## src/rtl/spi_slave_shiftreg.sv

```systemverilog
// SPI slave with double-buffered transmit word and parallel receive word, oversampled on clk.
// Define SPI_SLAVE_SHIFTREG_LSB_FIRST_EN for LSB-first bit order (default MSB first).
module spi_slave_shiftreg #(
   parameter int N    = 8,
   parameter int CPOL = 0,
   parameter int CPHA = 0
) (
   input  logic         clk,
   input  logic         reset,
   input  logic         spi_clk,
   input  logic         spi_cs_n,
   input  logic         din,
   output logic         dout,
   input  logic [N-1:0] tx_data,
   input  logic         tx_load,
   output logic         tx_ready,
   output logic [N-1:0] rx_data,
   output logic         rx_valid,
   output logic         tx_underrun
);

   localparam int   CW          = $clog2(N);
   localparam logic IDLE_SCLK   = (CPOL != 0);
   localparam logic SAMPLE_RISE = (CPOL == CPHA);

   typedef enum logic {ST_IDLE, ST_ACTIVE} state_t;

   state_t         r_state;
   state_t         w_state_next;

   logic           r_sclk_meta, r_sclk_sync, r_sclk_prev;
   logic           r_cs_meta, r_cs_sync, r_cs_prev;
   logic           r_din_meta, r_din_sync;

   logic [CW-1:0]  r_cnt;
   logic [N-2:0]   r_rx_shift;
   logic [N-1:0]   r_tx_shift;
   logic [N-1:0]   r_buf;
   logic           r_buf_full;
   logic           r_ur_pending;

   logic           w_sclk_rise, w_sclk_fall;
   logic           w_sample_edge, w_shift_edge;
   logic           w_cs_fall;
   logic           w_enter, w_leave;
   logic           w_in_word, w_do_sample, w_do_shift, w_word_done, w_transfer;
   logic           w_accept;
   logic [N-1:0]   w_rx_next;
   logic [N-1:0]   w_tx_shifted;
   logic           w_tx_bit;

   always_ff @(posedge clk) begin
      if (reset) begin
         r_sclk_meta <= IDLE_SCLK;
         r_sclk_sync <= IDLE_SCLK;
         r_sclk_prev <= IDLE_SCLK;
         r_cs_meta   <= 1'b1;
         r_cs_sync   <= 1'b1;
         r_cs_prev   <= 1'b1;
         r_din_meta  <= 1'b0;
         r_din_sync  <= 1'b0;
      end else begin
         r_sclk_meta <= spi_clk;
         r_sclk_sync <= r_sclk_meta;
         r_sclk_prev <= r_sclk_sync;
         r_cs_meta   <= spi_cs_n;
         r_cs_sync   <= r_cs_meta;
         r_cs_prev   <= r_cs_sync;
         r_din_meta  <= din;
         r_din_sync  <= r_din_meta;
      end
   end

   assign w_sclk_rise   = r_sclk_sync & ~r_sclk_prev;
   assign w_sclk_fall   = ~r_sclk_sync & r_sclk_prev;
   assign w_sample_edge = SAMPLE_RISE ? w_sclk_rise : w_sclk_fall;
   assign w_shift_edge  = SAMPLE_RISE ? w_sclk_fall : w_sclk_rise;
   assign w_cs_fall     = r_cs_prev & ~r_cs_sync;

   always_ff @(posedge clk) begin
      if (reset) begin
         r_state <= ST_IDLE;
      end else begin
         r_state <= w_state_next;
      end
   end

   always_comb begin
      w_state_next = r_state;
      w_enter      = 1'b0;
      w_leave      = 1'b0;
      case (r_state)
         ST_IDLE: begin
            if (w_cs_fall) begin
               w_state_next = ST_ACTIVE;
               w_enter      = 1'b1;
            end
         end
         ST_ACTIVE: begin
            if (r_cs_sync) begin
               w_state_next = ST_IDLE;
               w_leave      = 1'b1;
            end
         end
         default: w_state_next = ST_IDLE;
      endcase
   end

   // A shift edge at count 0 is skipped: the fresh word's first bit is already on dout.
   assign w_in_word   = (r_state == ST_ACTIVE) & ~r_cs_sync;
   assign w_do_sample = w_in_word & w_sample_edge;
   assign w_word_done = w_do_sample & (r_cnt == CW'(N - 1));
   assign w_do_shift  = w_in_word & w_shift_edge & (r_cnt != '0);
   assign w_transfer  = w_enter | w_word_done;
   assign w_accept    = tx_load & ~r_buf_full;

`ifdef SPI_SLAVE_SHIFTREG_LSB_FIRST_EN
   assign w_rx_next    = {r_din_sync, r_rx_shift};
   assign w_tx_shifted = {1'b0, r_tx_shift[N-1:1]};
   assign w_tx_bit     = r_tx_shift[0];
`else
   assign w_rx_next    = {r_rx_shift, r_din_sync};
   assign w_tx_shifted = {r_tx_shift[N-2:0], 1'b0};
   assign w_tx_bit     = r_tx_shift[N-1];
`endif

   // An empty-buffer transfer at a word boundary only reports underrun once the next word really starts.
   always_ff @(posedge clk) begin
      if (reset) begin
         r_cnt        <= '0;
         r_rx_shift   <= '0;
         r_tx_shift   <= '0;
         r_buf        <= '0;
         r_buf_full   <= 1'b0;
         r_ur_pending <= 1'b0;
         rx_data      <= '0;
         rx_valid     <= 1'b0;
         tx_underrun  <= 1'b0;
      end else begin
         rx_valid    <= 1'b0;
         tx_underrun <= 1'b0;

         if (w_leave) begin
            r_cnt        <= '0;
            r_tx_shift   <= '0;
            r_ur_pending <= 1'b0;
         end else if (w_transfer) begin
            r_cnt      <= '0;
            r_tx_shift <= r_buf_full ? r_buf : '0;
            if (w_enter) begin
               tx_underrun  <= ~r_buf_full;
               r_ur_pending <= 1'b0;
            end else begin
               r_ur_pending <= ~r_buf_full;
            end
         end else begin
            if (w_do_sample) begin
               r_cnt <= r_cnt + 1'b1;
               if (r_ur_pending) begin
                  tx_underrun  <= 1'b1;
                  r_ur_pending <= 1'b0;
               end
            end
            if (w_do_shift) begin
               r_tx_shift <= w_tx_shifted;
            end
         end

         if (w_do_sample) begin
`ifdef SPI_SLAVE_SHIFTREG_LSB_FIRST_EN
            r_rx_shift <= w_rx_next[N-1:1];
`else
            r_rx_shift <= w_rx_next[N-2:0];
`endif
         end
         if (w_word_done) begin
            rx_data  <= w_rx_next;
            rx_valid <= 1'b1;
         end

         // A load coinciding with a transfer refills the buffer for the following word.
         if (w_transfer) begin
            r_buf_full <= w_accept;
         end else if (w_accept) begin
            r_buf_full <= 1'b1;
         end
         if (w_accept) begin
            r_buf <= tx_data;
         end
      end
   end

   assign tx_ready = ~r_buf_full;
   assign dout     = (r_state == ST_ACTIVE) & w_tx_bit;

endmodule

```

## config.mk

```make
export PLATFORM = sky130hd
export DESIGN_NAME = spi_slave_shiftreg
export DESIGN_NICKNAME = d
export VERILOG_FILES = /design/src/rtl/spi_slave_shiftreg.sv
export SDC_FILE = /design/constraint.sdc
export NUM_CORES = 1
export LEC_CHECK = 0
export BUFFER_PORTS_ARGS = -buffer_cell sky130_fd_sc_hd__buf_2
export CORE_ASPECT_RATIO = 0.9
export CORE_MARGIN = 3
export CORE_UTILIZATION = 40
export DETAILED_ROUTE_END_ITERATION = 8
export GPL_TIMING_DRIVEN = 0
export PLACE_DENSITY_LB_ADDON = 0.1
export SETUP_SLACK_MARGIN = 0.1
export SLEW_MARGIN = 20
export SYNTH_ARGS = -nofsm -noshare
export SYNTH_HDL_FRONTEND = slang
export SYNTH_SLANG_ARGS = --single-unit
export TNS_END_PERCENT = 100
```

## constraint.sdc

```tcl
create_clock -name clk -period 1.7 [get_ports clk]
set_input_delay 0.34 -clock clk [delete_from_list [all_inputs] [get_ports clk]]
set_output_delay 0.34 -clock clk [all_outputs]
set_load 0.005 [all_outputs]
```

# After elaboration in Yosys (flattened, before gate mapping)
# Cells that the tools add are included.
# totals
ff_bits,47
output_inout_bits,12
word_cells,61
# classes
addsub,1
eq_ne,1
mux,19
n_bitwise,16
reduce_logical,6
# ops
operator,count
8-bit 2-to-1 mux,3
1-bit 2-to-1 mux,15
1-bit bitwise AND,10
2-bit nonzero test,3
1-bit inverter,5
3-bit by 1-bit adder with 3-bit output (second input constant),1
3-bit equality test (second input constant),1
3-bit nonzero test,1
3-bit OR reduction,1
1-bit case mux with 2 select lines,1
2-bit OR reduction,1
1-bit bitwise OR,1

# Logic depth before layout (Yosys ltp)
# Gate-level depths: netlist (run 1).
# depth
depth_word,6
depth_mapped,8
mapped_depth_nobuf,6

# Worst setup path after synthesis (run 1)
# Ideal clock, no wire load.
# synth_timing
path_kind,register to register
startpoint,register r_cnt[0]
endpoint,register tx_underrun
setup_ns,0.136
t_arrival_ns,1.352
required_ns,1.564
path_slack_ns,0.212
stages_incl_launch_ff,9
period_less_slack_ns,1.488
cell_sequence,dfxtp_1 > ha_1 > ha_1 > nand4b_1 > a21o_1 > buf_6 > buf_6 > a31oi_1 > nor2_1
# synth_between
elab_chain_len,4
# synth_rtl
item,line,text
"start, declared",35,logic [CW-1:0] r_cnt;
"start signal, assigned",158,r_cnt <= r_cnt + 1'b1;
3-bit equality test,112,assign w_word_done = w_do_sample & (r_cnt == CW'(N - 1));
1-bit bitwise AND,112,
1-bit bitwise OR,114,assign w_transfer = w_enter | w_word_done;
1-bit 2-to-1 mux,147,end else if (w_transfer) begin
"end signal, assigned",151,tx_underrun <= ~r_buf_full;
"end, declared",19,output logic tx_underrun
# No other way between the ends.
# A chain may end at the register's enable or synchronous reset.

# Final worst setup path (run 1)
# Same ends and word-level chain as after synthesis.

==> results of run 1 <==
## placed cells by master, fill, tap and decap left out, types with 3 or more instances in the layout
cell,instances
nor2b_1,6
clkbuf_8,5
nand3_1,12
buf_2,29
buf_4,3
dfxtp_1,44
or2_2,3
mux2i_1,6
a211oi_2,6
a21oi_1,35
clkbuf_1,6
nor2_1,6
nand2_1,47
inv_1,5
## cells by family (layout without fill, tap and decap cells)
group | count (synthesis) | count (layout)
AO/OA/AOI/OAI | 48 | 48
adder cells (fa/ha/maj) | 3 | 3
buffers and inverters | 17 | 54
flip-flops | 47 | 47
multiplexers | 6 | 6
AND/OR/NAND/NOR | 83 | 83
## final cells by class
cell class / count / area (µm²) / share of cell area (%)
Sequential cell: 47 / 947 / 42.6
Multi-Input combinational cell: 140 / 850 / 38.2
Timing Repair Buffer: 30 / 178 / 7.99
Tap cell: 60 / 75.1 / 3.37
Buffer: 12 / 73.8 / 3.32
Clock buffer: 5 / 68.8 / 3.09
Inverter: 5 / 18.8 / 0.844
Clock inverter: 2 / 13.8 / 0.619
## worst max-delay path by stage
stage	depth (start not counted)	start	endpoint	slack, ns
after global placement	6	r_cnt[0]$_SDFFE_PP0P_	rx_data[7]$_SDFFE_PP0P_	-0.07
after CTS	8	r_cnt[1]$_SDFFE_PP0P_	tx_underrun$_SDFF_PP0_	0.09
final	8	r_cnt[0]$_SDFFE_PP0P_	tx_underrun$_SDFF_PP0_	0.1
after detailed placement	6	r_cnt[1]$_SDFFE_PP0P_	rx_data[7]$_SDFFE_PP0P_	-0.05
after floorplan	8	r_cnt[0]$_SDFFE_PP0P_	tx_underrun$_SDFF_PP0_	0.21
after global routing	8	r_cnt[0]$_SDFFE_PP0P_	tx_underrun$_SDFF_PP0_	0.02
## layer usage
metal  GRT usage [%]  up-vias
met5               0        -
met2            21.2       17
met4            4.15        0
met1            20.8      650
li1                -      761
met3            5.41        4
## through the flow
stage               area (µm²)  worst slack, ns  utilization (%)  power, µW
floorplan                 1830            0.212                -       1250
global placement          2030          -0.0686             47.8       1290
detailed placement        2030          -0.0469             47.8       1300
CTS                       2140           0.0889             50.5       1940
global route              2220           0.0157             52.5       2020
finish                    2220           0.0970             52.5       1920
## worst reg2reg max path, cell delays in order, from the launching register on
cell      delay [ns]
dfxtp_2         0.37
ha_4            0.14
ha_4            0.12
nand4b_1        0.13
a21o_1          0.23
buf_6           0.14
buf_12          0.13
a31oi_4         0.15
nor2_1          0.05
## flip-flops by register name, summed over array words and instances (netlist names), 3 cells and up
name and count:
r_rx_shift 7, r_cnt 3, r_tx_shift 8, r_buf 8, rx_data 8
## power by group
part | internal, µW | total, µW | leakage [µW] | switching, µW
logic | 57.6 | 131 | 0.000472 | 73.1
clock network | 282 | 647 | 0.0000440 | 365
registers | 1130 | 1150 | 0.000384 | 18.5
## what timing repair did
action | in CTS | in global routing
resized for setup | 5 | 9
buffers inserted | 1 | 2
endpoints found under the setup margin | 12 | 18
pin swaps | 0 | 1
cloned | 0 | 2
==> impl_metrics.tcl, run 1 <==
set metrics [dict create \
    initial_core_util_pct 43.1 \
    syn_avg_cell_area_um2 8.95 \
    ys_seq_area_share_pct 51.5 \
    crit_top_cell "ha_4" \
    holdPathEnd "r_cs_meta$_SDFF_PP1_" \
    crit_fanout 6 \
    worstSetupPathType "reg -> reg" \
    synthMuxAreaShare_pct 3.29 \
    cp.arrival_ns 1.77 \
    syn_inst 204 \
    synth_compound_area_share_pct 17.3 \
    die_height_um 70.1 \
    grtUsageTotal_pct 14.8 \
    synth.top_cell.area_share_pct 51.5 \
    status "complete, no violations" \
    ys.flop_type "dfxtp_1" \
    reg2reg_depth 8 \
    coreArea_mm2 0.00424 \
    hold_path_depth 2 \
    ys_top_cells_by_count "48 x nand2_1, 47 x dfxtp_1, 36 x a21oi_1" \
    grt_max_degree 15 \
    tritoncts "done" \
    hold_path_class "in -> reg" \
    critPathCaptureType "flop" \
    power_leakage_uw 0.000900 \
    wl_per_cell_um 13.0 \
    clockRootBuffer "clkbuf_8" \
    ys_async_sr_fraction_pct 0 \
    whs_ns 0.226 \
    setup_tns_ns 0 \
    cts_sinks 47 \
    grt-ovfl-total 0 \
    diodes 0 \
    cts_buffers 5 \
    die_area_mm2 0.00541 \
    grt_antenna_before_repair 0 \
    cts_buffer_depth 2 \
    ys_warn_count 0 \
    grt_pass1_wl_um 6290 \
    wl_met3_um 122 \
    cp.required_ns 1.86 \
    synth_fa_ha_area_share_pct 2.05 \
    synth.most_common_cell "nand2_1" \
    io_buffers 25 \
    drive_gt1_share_pct 25.7 \
    drc 0 \
    rows 22 \
    finalSetupViolations 0 \
    power.density_mw_per_mm2 865 \
    highest_layer "met4" \
    antenna_left 0 \
    fin_crit_sh_pct 94.3 \
    relSlewSlack_pct 57.5 \
    period_needed_ns 1.60 \
    pin_count 26 \
    hold_viol 0 \
    ir_drop_mv 0.585 \
    dp_hpwl_um 2540 \
    wl_met2_um 1650 \
    cpPeakStageDelay_ns 0.37 \
    instances_no_fill 301 \
    synth.area.top_cells "dfxtp_1 52%, a21oi_1 9.9%, nand2_1 9.9%" \
    yosys.area_share.simple_pct 21.3 \
    reg2reg_to "tx_underrun$_SDFF_PP0_" \
    reg2reg_from "r_cnt[0]$_SDFFE_PP0P_" \
    first_iter_violations 76 \
    synth_edf_count 0 \
    syn-num-nets 221 \
    crit_buf_inv 2 \
    synthXorXnorAreaFrac_pct 0 \
    max_slew.worst_pin.slew_ns 0.638 \
    first_pass_iters 4 \
    fmax_ghz 0.624 \
    gp_congestion 0.733 \
    viasPerCell 4.76 \
    nets 258 \
    netlist.top_cell.by_area "dfxtp_1" \
    path_cells "ha_4 > ha_4 > nand4b_1 > a21o_1 > buf_6 > buf_12 > a31oi_4 > nor2_1" \
    worstHoldStart "spi_cs_n" \
    dp_cells 289 \
    die_w_um 77.2 \
    vias 1432 \
    rsz0062_at_grt "yes" \
    fillers 434 \
    fin_skew_ns 0.00656 \
    synth-seq-cells 47 \
    rrSetupSlack_ns 0.1 \
    hold_buffers 0 \
    m1WireLength_um 2100 \
    synth_area_mm2 0.00183 \
    cp-start-kind "flop" \
    grt_pass1_vias 1338 \
    crit_slowest_cell "dfxtp_2" \
    synth_top_family_by_area "simple AND/OR/NAND/NOR gates" \
    area_growth_syn_to_layout_pct 21.8 \
    cts.clk_slew.worst_paths_ns 0.08 \
    wirelength_um 3900 \
    clk_latency_ns 0.30 \
    cap_violations 0 \
    crit_family "compound AO/OA/AOI/OAI gates" \
    h-tree-depth 2 \
    slew_viol_final 0 \
    ys_types 25 \
]
(Power assumes the default switching activity.)
==> run 2: changes to the inputs <==
Settings changed: REMOVE_ABC_BUFFERS set to 1.
==> impl_metrics.tcl, run 2 (same netlist as run 1, synthesis figures left out) <==
set metrics [dict create \
    status "complete, no violations" \
    cp.required_ns 1.88 \
    area_growth_syn_to_layout_pct 19.0 \
    cp.arrival_ns 1.72 \
    fmax_ghz 0.647 \
    die_w_um 77.2 \
    crit_family "compound AO/OA/AOI/OAI gates" \
    setup_slack_ns 0.155 \
    cts.clk_slew.worst_paths_ns 0.08 \
    hold_path_class "in -> reg" \
    clockRootBuffer "clkbuf_8" \
    finalSetupViolations 0 \
    grt_antenna_before_repair 0 \
    viasPerCell 5.09 \
    io_buffers 25 \
    cts_buffer_depth 2 \
    cap_violations 0 \
    mostFrequentLayoutCells "48 x nand2_1, 43 x dfxtp_1, 35 x a21oi_1, 25 x buf_2, 12 x nand3_1" \
    crit_buf_inv 0 \
    drc 0 \
    tritoncts "done" \
    ir_drop_mv 0.483 \
    grt_max_degree 35 \
    wirelength_um 3790 \
    die_area_mm2 0.00541 \
    grt_pass1_vias 1346 \
    pin_count 26 \
    wl_met2_um 1740 \
    max_slew.worst_pin.slew_ns 0.558 \
    post-place-ws_ns -0.342 \
    dp_hpwl_um 2370 \
    first_pass_iters 4 \
    wl_met3_um 200 \
    vias 1472 \
    antenna_left 0 \
    crit_slowest_cell "dfxtp_2" \
    fillers 421 \
    coreArea_mm2 0.00424 \
    cts_sinks 47 \
    fin_crit_sh_pct 90.9 \
    period_needed_ns 1.55 \
    grt_pass1_wl_um 6100 \
    cts_buffers 5 \
    worstSetupPathType "reg -> reg" \
    die_height_um 70.1 \
    relSlewSlack_pct 62.8 \
    setup_tns_ns 0 \
    final_common_cell "nand2_1" \
    gp_congestion 0.724 \
    cpPeakStageDelay_ns 0.35 \
    cp-start-kind "flop" \
    crit_fanout 4 \
    critPathCaptureType "flop" \
    slew_viol_final 0 \
    h-tree-depth 2 \
    rsz0062_at_grt "yes" \
    m1WireLength_um 1790 \
    clk_latency_ns 0.30 \
    hold_buffers 0 \
    placed_area_mm2 0.00196 \
    first_iter_violations 74 \
    drive_gt1_share_pct 24.5 \
    power.density_mw_per_mm2 1020 \
    top_regs "r_buf (8), r_tx_shift (8), rx_data (8)" \
    initial_core_util_pct 43.1 \
    nets 245 \
    fin_skew_ns 0.00247 \
    hold_viol 0 \
    grtUsageTotal_pct 14.2 \
    diodes 0 \
    power_leakage_uw 0.000861 \
    rows 22 \
    wl_per_cell_um 13.1 \
    finalInstanceArea_mm2 0.00217 \
    path_cells "ha_2 > ha_4 > nand4b_1 > a21o_2 > a31oi_1 > nor2_1" \
    grt-ovfl-total 0 \
    finalPower_uw 2220 \
    highest_layer "met4" \
]
## run 2: cell count changes in the layout (fill, tap and decap cells not counted), moves of 2 or more
cell       change
a21o_4         +2
buf_4          -2
buf_2          -4
clkbuf_1       -5
dfxtp_2        +2
bufinv_16      +2
## run 2: path summary, 6_finish.rpt
path | startpoint | end | slack, ns | cells past startpoint
worst max register to register | r_cnt[1]$_SDFFE_PP0P_ | tx_underrun$_SDFF_PP0_ | 0.15 | 6
worst max-delay path | r_cnt[1]$_SDFFE_PP0P_ | tx_underrun$_SDFF_PP0_ | 0.15 | 6
worst min register to register | r_cs_meta$_SDFF_PP1_ | r_cs_sync$_SDFF_PP1_ | 0.42 | 1
worst min-delay path | spi_cs_n | r_cs_meta$_SDFF_PP1_ | 0.22 | 2
## run 2: power by group
part | switching [µW] | internal, µW
combinational | 62.7 | 46.6
sequential | 25.1 | 1130
clock | 364 | 587
## run 2: cell type report
class	instances	area, µm²	share of cell area [%]
clock buffer	6	72.6	3.34
clock inverter	2	60.1	2.76
inverter	5	18.8	0.863
multi-input combinational	143	870	40.0
sequential	47	946	43.5
tap	60	75.1	3.45
timing repair buffer	26	133	6.10
## run 2: routing by layer
layer  vias to the layer above  GRT usage, %
met5                         -             0
met4                         0          7.51
met3                         6          4.77
met2                        29          21.9
met1                       695          17.6
li1                        742             -
## run 2: repair_timing
action / 4_1_cts / 5_1_grt
pin swaps: 2 / 2
cloned: 1 / 2
gates resized for setup: 6 / 7
buffers inserted: 1 / 0
setup endpoints to repair: 23 / 22
## run 2: worst register-to-register path, delay by kind of cell (launching register included)
family | cells | cell delay, ns
AO/OA/AOI/OAI | 2 | 0.49
flip-flops | 1 | 0.35
AND/OR/NAND/NOR | 2 | 0.26
adder cells (fa/ha/maj) | 2 | 0.32
## run 2: through the flow
| step | cells | util (%) | hold WS, ns |
|---|---|---|---|
| floorplan | 192 | - | 0.389 |
| global placement | 277 | 46.3 | 0.394 |
| detailed placement | 277 | 46.3 | 0.405 |
| CTS | 287 | 50.4 | 0.214 |
| global route | 289 | 51.3 | 0.207 |
| finish | 289 | 51.3 | 0.221 |
==> run 3: changes to the inputs <==
Settings changed: CTS_CLUSTER_SIZE set to 40, PLACE_DENSITY_LB_ADDON 0.1 to 0.3.
==> impl_metrics.tcl, run 3 (same netlist as run 1, synthesis figures left out) <==
set metrics [dict create \
    first_iter_violations 68 \
    hold_buffers 0 \
    switching_power_uw 426 \
    pin_count 26 \
    dp_hpwl_um 2150 \
    status "complete, no violations" \
    die_area_mm2 0.00541 \
    cp.required_ns 1.86 \
    grt-ovfl-total 0 \
    cts.clk_slew.worst_paths_ns 0.08 \
    final_common_cell "nand2_1" \
    power.density_mw_per_mm2 877 \
    reg2reg_from "r_cnt[0]$_SDFFE_PP0P_" \
    die_height_um 70.1 \
    worstSetupPathType "reg -> reg" \
    gp_congestion 0.698 \
    power_frac_clock_pct 33.1 \
    cap_violations 0 \
    io_buffers 25 \
    finalSetupViolations 0 \
    grt_max_degree 35 \
    grt_pass1_wl_um 5740 \
    fillers 429 \
    critPathCaptureType "flop" \
    grtUsageTotal_pct 13.1 \
    rows 22 \
    setup_tns_ns 0 \
    fin_skew_ns 0.00484 \
    h-tree-depth 2 \
    first_pass_iters 4 \
    placed_area_mm2 0.00196 \
    hold_path_depth 2 \
    mostFrequentLayoutCells "48 x nand2_1, 43 x dfxtp_1, 36 x a21oi_1, 25 x buf_2, 12 x nand3_1" \
    die_w_um 77.2 \
    power_leakage_uw 0.000852 \
    cts_sinks 47 \
    wirelength_um 3450 \
    max_slew.worst_pin.slew_ns 0.606 \
    cts_buffer_depth 2 \
    cts_buffers 5 \
    vias 1420 \
    rrSetupSlack_ns 0.17 \
    hold_path_class "in -> reg" \
    holdPathEnd "r_cs_meta$_SDFF_PP1_" \
    drc 0 \
    fin_crit_sh_pct 89.9 \
    grt_pass1_vias 1295 \
    antenna_left 0 \
    cp.arrival_ns 1.69 \
    tritoncts "done" \
    fmax_ghz 0.655 \
    ir_drop_mv 0.538 \
    reg2reg_to "r_tx_shift[0]$_SDFFE_PP0P_" \
    swShare_pct 22.5 \
    initial_core_util_pct 43.1 \
    comb_power_share_pct 6.0 \
    rsz0062_at_grt "no" \
    reg2reg_depth 7 \
    crit_fanout 5 \
    grt_antenna_before_repair 0 \
    coreArea_mm2 0.00424 \
    area_growth_syn_to_layout_pct 18.0 \
    diodes 0 \
    drive_gt1_share_pct 24.7 \
    clk_latency_ns 0.29 \
    finalInstanceArea_mm2 0.00216 \
    wl_per_cell_um 11.8 \
    slew_viol_final 0 \
    cp-start-kind "flop" \
    worstHoldStart "spi_cs_n" \
    period_needed_ns 1.53 \
    nets 247 \
    seqPwrFrac_pct 60.9 \
    viasPerCell 4.88 \
    relSlewSlack_pct 59.6 \
    top_regs "r_buf (8), r_tx_shift (8), rx_data (8)" \
    clockRootBuffer "clkbuf_8" \
    hold_viol 0 \
    power.internal_uw 1470 \
]
## run 3: changes by cell type in the layout (fill, tap and decap cells not counted), sizes merged
cell,previous run,this run
clkbuf,6,7
clkinv,0,1
bufinv,2,0
buf,26,27
a21o,4,5
## run 3: critical path, stage by stage, from the launching register on
cell and delay [ns]:
dfxtp_4 0.37, ha_4 0.14, ha_4 0.13, nand4b_1 0.17, buf_4 0.21, a21o_4 0.23, nand3_1 0.08, a21oi_1 0.06
## run 3: repair_timing
item | in CTS | in global routing
endpoints found under the setup margin | 23 | 21
gates resized for setup | 9 | 6
gates cloned | 3 | 1
hold endpoints to repair | 0 | 0
pin swaps | 3 | 1
buffers inserted | 2 | 0
## run 3: worst max-delay path by stage
| stage | startpoint | to | cells after the start |
|---|---|---|---|
| final | r_cnt[0]$_SDFFE_PP0P_ | r_tx_shift[0]$_SDFFE_PP0P_ | 7 |
| after global routing | r_cnt[0]$_SDFFE_PP0P_ | r_tx_shift[0]$_SDFFE_PP0P_ | 7 |
| after CTS | r_cnt[1]$_SDFFE_PP0P_ | r_cnt[1]$_SDFFE_PP0P_ | 7 |
| after detailed placement | r_cnt[0]$_SDFFE_PP0P_ | r_tx_shift[7]$_SDFFE_PP0P_ | 6 |
| after global placement | r_cnt[0]$_SDFFE_PP0P_ | r_tx_shift[7]$_SDFFE_PP0P_ | 6 |
| after floorplan | r_cnt[0]$_SDFFE_PP0P_ | r_tx_shift[6]$_SDFFE_PP0P_ | 6 |
## run 3: per-layer routing
| metal | global-route usage [%] | part of all wire [%] | vias up |
|---|---|---|---|
| met1 | 17.3 | 51 | 643 |
| met3 | 3.61 | 3.4 | 7 |
| met2 | 19.8 | 44 | 22 |
| met5 | 0 | 0 | - |
| met4 | 5.93 | 1.9 | 0 |
| li1 | - | - | 748 |
## run 3: final cells by class
type / instances / area (µm²) / share of cell area [%]
clock inverters: 1 / 5.00 / 0.232
multi-input cells: 144 / 892 / 41.4
repair buffers: 27 / 140 / 6.50
flip-flops and latches: 47 / 948 / 44.0
inverters: 5 / 18.8 / 0.871
clock buffers: 7 / 76.3 / 3.54
well taps: 60 / 75.1 / 3.48
## run 3: power groups by stage
stage                     combinational [µW]  sequential, µW  clock (µW)
after detailed placement                 105            1180           0
after global routing                     126            1160         705
after floorplan                         63.8            1170           0
after global placement                   103            1180           0
after CTS                                112            1150         648
final                                    113            1150         626
## run 3: stage by stage
stage	setup WS [ns]	hold slack [ns]	power (µW)	utilization (%)	std cells
2_1_floorplan	-0.00958	0.389	1240	-	192
3_3_place_gp	-0.303	0.391	1280	46.3	277
3_5_place_dp	-0.335	0.401	1280	46.3	277
4_1_cts	0.100	0.219	1910	50.0	290
5_1_grt	0.100	0.227	1990	50.9	291
6_report	0.172	0.228	1890	50.9	291
